==> config.mk <==
export PLATFORM = sky130hd
export DESIGN_NAME = rst_seq_gen
export DESIGN_NICKNAME = d
export VERILOG_FILES = /design/src/rtl/rst_seq_gen.sv
export SDC_FILE = /design/constraint.sdc
export NUM_CORES = 1
export LEC_CHECK = 0
export CORE_ASPECT_RATIO = 1.25
export CORE_MARGIN = 3
export CORE_UTILIZATION = 54
export DETAILED_ROUTE_END_ITERATION = 10
export GPL_TIMING_DRIVEN = 1
export PLACE_DENSITY = 0.79
export REMOVE_ABC_BUFFERS = 1
export SLEW_MARGIN = 10
export SYNTH_ARGS = -nofsm -noshare
export SYNTH_HDL_FRONTEND = slang
export SYNTH_SLANG_ARGS = --single-unit
==> constraint.sdc <==
create_clock -name i_sys_clk -period 2.3 [get_ports i_sys_clk]
set_clock_uncertainty 0.1 [all_clocks]
set_input_delay 0.23 -clock i_sys_clk [delete_from_list [all_inputs] [get_ports i_sys_clk]]
set_output_delay 0.23 -clock i_sys_clk [all_outputs]
set_load 0.02 [all_outputs]
==> src/rtl/rst_seq_gen.sv <==
// Reset generator/sequencer: merges POR, SW, WDT and debounced button requests,
// enforces a minimum assertion width, then releases NUM_OUT reset domains in order.
// Optional macro RST_CAUSE_LOG_EN enables the reset-cause register on o_rst_cause.
module rst_seq_gen #(
  parameter int NUM_OUT    = 3,
  parameter int MIN_ASSERT = 16,
  parameter int STAGGER    = 4,
  parameter int DEBOUNCE   = 8
) (
  input  logic               i_sys_clk,
  input  logic               i_async_rst_n,
  input  logic               i_sw_rst_req,
  input  logic               i_wdt_timeout,
  input  logic               i_btn_rst_n,
  output logic [NUM_OUT-1:0] o_rst_n,
  output logic               o_busy,
  output logic [1:0]         o_rst_cause
);

  localparam int AW  = $clog2(MIN_ASSERT);
  localparam int SCW = $clog2(STAGGER + 1);
  localparam int IW  = (NUM_OUT > 1) ? $clog2(NUM_OUT) : 1;
  localparam int DW  = $clog2(DEBOUNCE);

  localparam logic [AW-1:0]  A_LAST = AW'(MIN_ASSERT - 1);
  localparam logic [SCW-1:0] S_LAST = SCW'(STAGGER - 1);
  localparam logic [IW-1:0]  I_LAST = IW'(NUM_OUT - 1);
  localparam logic [DW-1:0]  D_LAST = DW'(DEBOUNCE - 1);

  typedef enum logic [1:0] {ST_ASSERT, ST_RELEASE, ST_RUN} state_t;

  state_t             state, state_nxt;
  logic [AW-1:0]      acnt, acnt_nxt;
  logic [SCW-1:0]     scnt, scnt_nxt;
  logic [IW-1:0]      idx, idx_nxt;
  logic [NUM_OUT-1:0] rst_q, rst_nxt;
  logic               busy_q;

  logic               btn_s1, btn_s2;
  logic [DW-1:0]      deb_cnt;
  logic               btn_held;
  logic               btn_fire;
  logic               req;

  // Button path: 2-flop sync, low-run counter, one request per press.
  always_ff @(posedge i_sys_clk or negedge i_async_rst_n) begin
    if (!i_async_rst_n) begin
      btn_s1   <= 1'b1;
      btn_s2   <= 1'b1;
      deb_cnt  <= '0;
      btn_held <= 1'b0;
    end else begin
      btn_s1 <= i_btn_rst_n;
      btn_s2 <= btn_s1;
      if (btn_s2)                deb_cnt <= '0;
      else if (deb_cnt != D_LAST) deb_cnt <= deb_cnt + 1'b1;
      if (btn_fire)    btn_held <= 1'b1;
      else if (btn_s2) btn_held <= 1'b0;
    end
  end

  assign btn_fire = !btn_s2 && (deb_cnt == D_LAST) && !btn_held;
  assign req      = btn_fire | i_wdt_timeout | i_sw_rst_req;

  always_ff @(posedge i_sys_clk or negedge i_async_rst_n) begin
    if (!i_async_rst_n) begin
      state  <= ST_ASSERT;
      acnt   <= '0;
      scnt   <= '0;
      idx    <= '0;
      rst_q  <= '0;
      busy_q <= 1'b1;
    end else begin
      state  <= state_nxt;
      acnt   <= acnt_nxt;
      scnt   <= scnt_nxt;
      idx    <= idx_nxt;
      rst_q  <= rst_nxt;
      busy_q <= ~&rst_nxt;
    end
  end

  always_comb begin
    state_nxt = state;
    acnt_nxt  = acnt;
    scnt_nxt  = scnt;
    idx_nxt   = idx;
    rst_nxt   = rst_q;
    if (req) begin
      state_nxt = ST_ASSERT;
      acnt_nxt  = '0;
      scnt_nxt  = '0;
      idx_nxt   = '0;
      rst_nxt   = '0;
    end else begin
      case (state)
        ST_ASSERT: begin
          // A held button keeps the width counter parked until it is let go.
          if (btn_held) begin
            acnt_nxt = '0;
          end else if (acnt == A_LAST) begin
            acnt_nxt   = '0;
            rst_nxt[0] = 1'b1;
            if (NUM_OUT == 1) begin
              state_nxt = ST_RUN;
            end else begin
              state_nxt = ST_RELEASE;
              idx_nxt   = IW'(1);
              scnt_nxt  = '0;
            end
          end else begin
            acnt_nxt = acnt + 1'b1;
          end
        end
        ST_RELEASE: begin
          if (scnt == S_LAST) begin
            scnt_nxt = '0;
            for (int k = 0; k < NUM_OUT; k++)
              if (idx == IW'(k)) rst_nxt[k] = 1'b1;
            if (idx == I_LAST) state_nxt = ST_RUN;
            else               idx_nxt   = idx + 1'b1;
          end else begin
            scnt_nxt = scnt + 1'b1;
          end
        end
        ST_RUN:  ;
        default: state_nxt = ST_ASSERT;
      endcase
    end
  end

  assign o_rst_n = rst_q;
  assign o_busy  = busy_q;

`ifdef RST_CAUSE_LOG_EN
  logic [1:0] cause_q;

  always_ff @(posedge i_sys_clk or negedge i_async_rst_n) begin
    if (!i_async_rst_n)  cause_q <= 2'b00;
    else if (req)        cause_q <= btn_fire ? 2'b11 : (i_wdt_timeout ? 2'b10 : 2'b01);
  end

  assign o_rst_cause = cause_q;
`else
  assign o_rst_cause = 2'b00;
`endif

endmodule

==> impl_metrics.ini, run 1 <==
[run_status]
status = finished, final reports clean

[clock_tree]
cts_hold_buf = 0
cts-resized-gates = 0
cts_sinks = 21
cts_tree = yes
htree_num_levels = 1
cts-root-buf = clkbuf_4
cts_setup_buffers = 0
clk_path_buf_depth = 2
cts_buffers = 3
worstSkewPairLatency_ns = 0.30
clkSlewWorstSetupHoldPaths_ns = 0.12

[logic_synthesis]
synth_seq_cells = 21
async_reset_ff_share_pct = 100
netlist_area_um2 = 1060
synth_top_family_by_area = simple AND/OR/NAND/NOR gates
syn_inst = 103
seq_area_frac_synth_pct = 50.1
ys.flop_type = dfrtp_1
synth-adder-area-share_pct = 8.29
yosysUniqueCellTypes = 35
ys_warn_count = 0
synth_compound_area_share_pct = 13.6
synthMuxAreaShare_pct = 1.90
yosys.area_share.xor_xnor_pct = 0.829
synth-edff-count = 0
yosys.area_share.simple_pct = 18.6
postSynthAreaPerCell_um2 = 10.3

[drt]
drt_iter0_drc = 22
antenna_left = 0
routed_via_density = 6.08
routedWlPerCell_um = 14.5
routed_wirelength_um = 1880
dr.pass1.iters = 4
drc = 0
vias = 790

[pwr]
clockPowerShare_pct = 29.3
vdd_ir_drop_max_uv = 407
p_sw_uw = 140
comb_power_share_pct = 6.4
swShare_pct = 23.3
p_leak_nw = 0.512
p_per_area_nw_per_um2 = 513
internal-power_uw = 460
seq_power_share_pct = 64.3

[setup_path]
r2r_end = state[0]$_DFFE_PN0P_
regToRegStartpoint = deb_cnt[0]$_DFFE_PN0P_
slowest_stage = or3_1
max_stage_delay_ns = 0.45
criticalPathCategory = reg2reg
end_kind = flop
worst_ep_arrival_time_ns = 2.27
rr_worst_depth = 6
cp_max_fo = 8
cp_cell_sequence = ha_1 -> ha_1 -> nor3b_1 -> or3_1 -> buf_4 -> a2111oi_0
required_ns = 2.37
cp-start-kind = flop
rrSetupSlack_ns = 0.10
path_common_cell = ha_1

[finish]
multi_input_area_um2 = 464
final_common_cell = dfrtp_1
diodes = 0
fillers = 146
layout_common_cells = dfrtp_1, nor2_1, a21oi_1, clkdlybuf4s50_1, ha_1
syn_to_final_growth_pct = 10.8
fin_nets = 124
seq_area_um2 = 529
layout-drive-gt1-share_pct = 9.91

[timing]
final_max_slew_viol_count = 0
tns_ns = 0
slew_headroom_pct = 60.9
hold_viol_final = 0
fin_crit_ns = 2.20
rsz0062_at_grt = no
timing.final.crit_share_pct = 95.6
setup_viol = 0
worst_pin_slew_ns = 0.584
whs_ns = 0.184
layout_setup_ws_ns = 0.101
fmax_ghz = 0.455

[placed_design]
gp_congestion = 0.787
dp_worst_setup_slack_ns = 0.131
hpwl_um = 1430
portBuffers = 8

[global_routing]
grt_pass1_wl_um = 3120
grt_max_degree = 14
grtUsageTotal_pct = 16.2
antenna_found_initial = 0
grt_pass1_vias = 738
globalRouteOverflowTotal = 0

[floorplan]
rows = 17
start_util_pct = 58.4
die_h_um = 55.4
fp.dieArea_um2 = 2530
io_pins = 11
die_w_um = 45.6
core_area_um2 = 1810

[run]
cap_viol_max_count = 0

[worst_hold_path]
timing.hold.worst.class = in2async
-- per-stage QoR --
stage	total power [mW]	utilization, %	instance area, µm²	cells
2_1_floorplan	0.409	-	1020	96
3_3_place_gp	0.429	63.2	1140	126
3_5_place_dp	0.432	63.2	1140	126
4_1_cts	0.603	64.7	1170	130
5_1_grt	0.625	64.7	1170	130
6_report	0.600	64.7	1170	130
-- state kept, by name, indices dropped and copies added, names as in the netlist --
name,count
idx,2
deb_cnt,3
state,2
btn_s1,1
btn_s2,1
acnt,4
scnt,3
o_rst_n,3
btn_held,1
o_busy,1
-- layout make-up --
cell class / count / area share [%]
sequential: 21 / 45.2
multi-input combinational: 69 / 39.7
timing repair buffer: 11 / 8.77
tap: 19 / 2.03
clock buffer: 3 / 1.93
inverter: 6 / 1.93
clock inverter: 1 / 0.428
-- layer usage --
metal  GRT usage, %  routed length [µm]  vias to the layer above
met5              0                   0                        -
met3           1.95                  67                        4
met4           5.02                  21                        0
met1           21.6                 815                      384
li1               -                   -                      380
met2           26.5                 978                       22
-- worst max-delay path, delay by kind of cell, from the launching register on --
family / cells / cell delay (ns)
flops: 1 / 0.41
fa+ha+maj: 2 / 0.39
compound gates: 1 / 0.37
buf+inv: 1 / 0.22
simple gates: 2 / 0.58
-- worst max path at each step --
stage / startpoint / endpoint / slack (ns)
3_3_place_gp: deb_cnt[0]$_DFFE_PN0P_ / state[0]$_DFFE_PN0P_ / 0.25
6_report: deb_cnt[0]$_DFFE_PN0P_ / state[0]$_DFFE_PN0P_ / 0.10
4_1_cts: deb_cnt[0]$_DFFE_PN0P_ / state[0]$_DFFE_PN0P_ / 0.10
3_5_place_dp: deb_cnt[0]$_DFFE_PN0P_ / state[0]$_DFFE_PN0P_ / 0.13
2_1_floorplan: deb_cnt[0]$_DFFE_PN0P_ / o_busy$_DFF_PN1_ / 0.15
5_1_grt: deb_cnt[0]$_DFFE_PN0P_ / state[0]$_DFFE_PN0P_ / 0.003
-- power groups by stage --
| stage | Sequential (mW) | Combinational, mW | Clock, mW |
|---|---|---|---|
| after floorplan | 0.391 | 0.0183 | 0 |
| after global routing | 0.387 | 0.0440 | 0.194 |
| after detailed placement | 0.393 | 0.0393 | 0 |
| final | 0.386 | 0.0384 | 0.176 |
| after CTS | 0.386 | 0.0395 | 0.178 |
| after global placement | 0.392 | 0.0377 | 0 |
-- cells by family after synthesis --
kind of cell    count (synthesis)
simple gates                   36
compound gates                 21
flops                          21
buf+inv                        14
fa+ha+maj                       7
mux                             2
other cells                     1
xor+xnor                        1
-- cells in the mapped netlist (all sizes together), types with 2 or more instances --
master	number	area, µm²
a211oi	2	15.0
a21oi	8	40.0
a221oi	2	17.5
a22oi	2	15.0
buf	5	30.0
clkbuf	3	13.8
dfrtp	18	450
dfstp	3	78.8
ha	7	87.6
inv	6	22.5
mux2i	2	20.0
nand2	4	15.0
nand3	6	30.0
nand3b	2	15.0
nor2	11	41.3
nor3	3	15.0
nor3b	2	15.0
or4	2	15.0
No activity file was read; power rests on OpenSTA's default activity.
==> inputs of run 2 (changes only) <==
--- a/config.mk
+++ b/config.mk
@@ -7,11 +7,12 @@
 export LEC_CHECK = 0
 export CORE_ASPECT_RATIO = 1.25
 export CORE_MARGIN = 3
-export CORE_UTILIZATION = 54
+export CORE_UTILIZATION = 45
 export DETAILED_ROUTE_END_ITERATION = 10
 export GPL_TIMING_DRIVEN = 1
-export PLACE_DENSITY = 0.79
+export PLACE_DENSITY = 0.68
 export REMOVE_ABC_BUFFERS = 1
+export SKIP_LAST_GASP = 1
 export SLEW_MARGIN = 10
 export SYNTH_ARGS = -nofsm -noshare
 export SYNTH_HDL_FRONTEND = slang
==> run 2 against run 1 <==
Count of clock-buffer cells in the layout rose by 1. Worst setup slack better by 0.065 ns. Sequential share of layout area decreased by 0.53 points. Sequential power barely moved. Critical path depth is 1 lower. Global-route usage decreased by 1.2 points. Hold slack worse by 0.030 ns. Utilization is 11 points lower. Die area is 18% higher. Via count is the same. Maximum frequency increased by 3.0%. Combinational power is 3% higher. Critical endpoint is now o_busy$_DFF_PN1_.
==> impl_metrics.ini, run 2 (synthesis gave the netlist of run 1 again) <==
[run_status]
status = finished, final reports clean

[pwr]
vdd_ir_drop_max_uv = 289
clockPowerShare_pct = 29.5
swShare_pct = 23.0
p_per_area_nw_per_um2 = 509
internal-power_uw = 464
comb_power_share_pct = 6.6
p_sw_uw = 139
seq_power_share_pct = 63.9
p_leak_nw = 0.509

[drt]
routed_wirelength_um = 1960
routedWlPerCell_um = 13.8
routed_via_density = 5.56
drc = 0
antenna_left = 0
dr.pass1.iters = 4
drt_iter0_drc = 41
vias = 790

[floorplan]
core_area_um2 = 2210
fp.dieArea_um2 = 2970
start_util_pct = 47.8
rows = 19
die_h_um = 60.2
die_w_um = 49.3
io_pins = 11

[finish]
fillers = 198
layout_common_cells = dfrtp_1, nor2_1, a21oi_1, clkdlybuf4s50_1, ha_1
layout-drive-gt1-share_pct = 9.01
fin_nets = 124
design_area_um2 = 1180
top_register = acnt
diodes = 0
largest_reg_flops = 4
syn_to_final_growth_pct = 12.1
final_common_cell = dfrtp_1
fin_cells = 142

[clock_tree]
clkSlewWorstSetupHoldPaths_ns = 0.12
clk_path_buf_depth = 2
worstSkewPairLatency_ns = 0.30
cts_sinks = 21
cts-resized-gates = 0
cts_buffers = 3
htree_num_levels = 1
cts_hold_buf = 0
cts_setup_buffers = 0
cts-root-buf = clkbuf_4
cts_tree = yes

[timing]
hold_viol_final = 0
setup_viol = 0
final_max_slew_viol_count = 0
layout_setup_ws_ns = 0.166
worst_pin_slew_ns = 0.518
fin_crit_ns = 2.13
tns_ns = 0
fmax_ghz = 0.469
timing.final.crit_share_pct = 92.8
rsz0062_at_grt = no
slew_headroom_pct = 65.4

[setup_path]
rrSetupSlack_ns = 0.17
cp_max_fo = 5
criticalPathCategory = reg2reg
required_ns = 2.43
cp-start-kind = flop
end_kind = flop
worst_ep_arrival_time_ns = 2.26

[global_routing]
grt_pass1_wl_um = 3460
antenna_found_initial = 0
globalRouteOverflowTotal = 0
grt_max_degree = 12
grt_pass1_vias = 805
grtUsageTotal_pct = 15.0

[worst_hold_path]
timing.hold.worst.class = in2async

[placed_design]
hpwl_um = 1500
gp_congestion = 0.790
dp_worst_setup_slack_ns = 0.183
dpl_cell_area_um2 = 1160
portBuffers = 8
dp_cells = 138

[run]
cap_viol_max_count = 0
run 2: cell count changes in the layout (fill, tap and decap cells not counted), sizes merged:
cell    previous run  this run
clkbuf             3         4
clkinv             1         0
run 2: critical path: stages (launching register included):
cell and delay, ns:
dfrtp_1 0.42, ha_1 0.20, ha_1 0.26, nor3b_1 0.17, or3_1 0.38, or4_1 0.54
run 2: area by class of cell:
cell class,instances,area (µm²),share of cell area [%]
sequential,21,529,44.7
multi-input combinational,69,464,39.2
timing repair buffer,11,103,8.67
tap,31,38.8,3.28
clock buffer,4,26.3,2.22
inverter,6,22.5,1.90
run 2: final timing paths:
check                           cells past startpoint              startpoint                   end
min in group i_sys_clk                              1             i_btn_rst_n      btn_s1$_DFF_PN1_
worst max-delay path                                5  deb_cnt[0]$_DFFE_PN0P_      o_busy$_DFF_PN1_
worst min register to register                      0        btn_s1$_DFF_PN1_      btn_s2$_DFF_PN1_
max in group asynchronous                           2           i_async_rst_n  state[0]$_DFFE_PN0P_
worst max register to register                      5  deb_cnt[0]$_DFFE_PN0P_      o_busy$_DFF_PN1_
worst min-delay path                                1           i_async_rst_n   scnt[0]$_DFFE_PN0P_
run 2: power by group through the flow:
| stage | Sequential, mW | Clock, mW | Combinational [mW] |
|---|---|---|---|
| 2_1_floorplan | 0.391 | 0 | 0.0183 |
| 3_3_place_gp | 0.392 | 0 | 0.0392 |
| 3_5_place_dp | 0.392 | 0 | 0.0403 |
| 4_1_cts | 0.385 | 0.182 | 0.0405 |
| 5_1_grt | 0.387 | 0.197 | 0.0449 |
| 6_report | 0.385 | 0.178 | 0.0397 |
run 2: metal layers:
layer  GRT usage (%)  part of all wire [%]  routed length (µm)  vias to the layer above
li1                -                     -                   -                      379
met1            18.4                    46                 896                      386
met2            25.3                    49                 956                       20
met5               0                     0                   0                        -
met3            2.24                   3.4                  66                        5
met4            8.54                   1.9                  38                        0
run 2: stage by stage:
stage               power [mW]  hold slack [ns]  util [%]
floorplan                0.409           -0.166         -
global placement         0.431            0.247      52.3
detailed placement       0.432            0.248      52.3
CTS                      0.607            0.163      53.5
global route             0.628            0.169      53.5
finish                   0.602            0.154      53.5
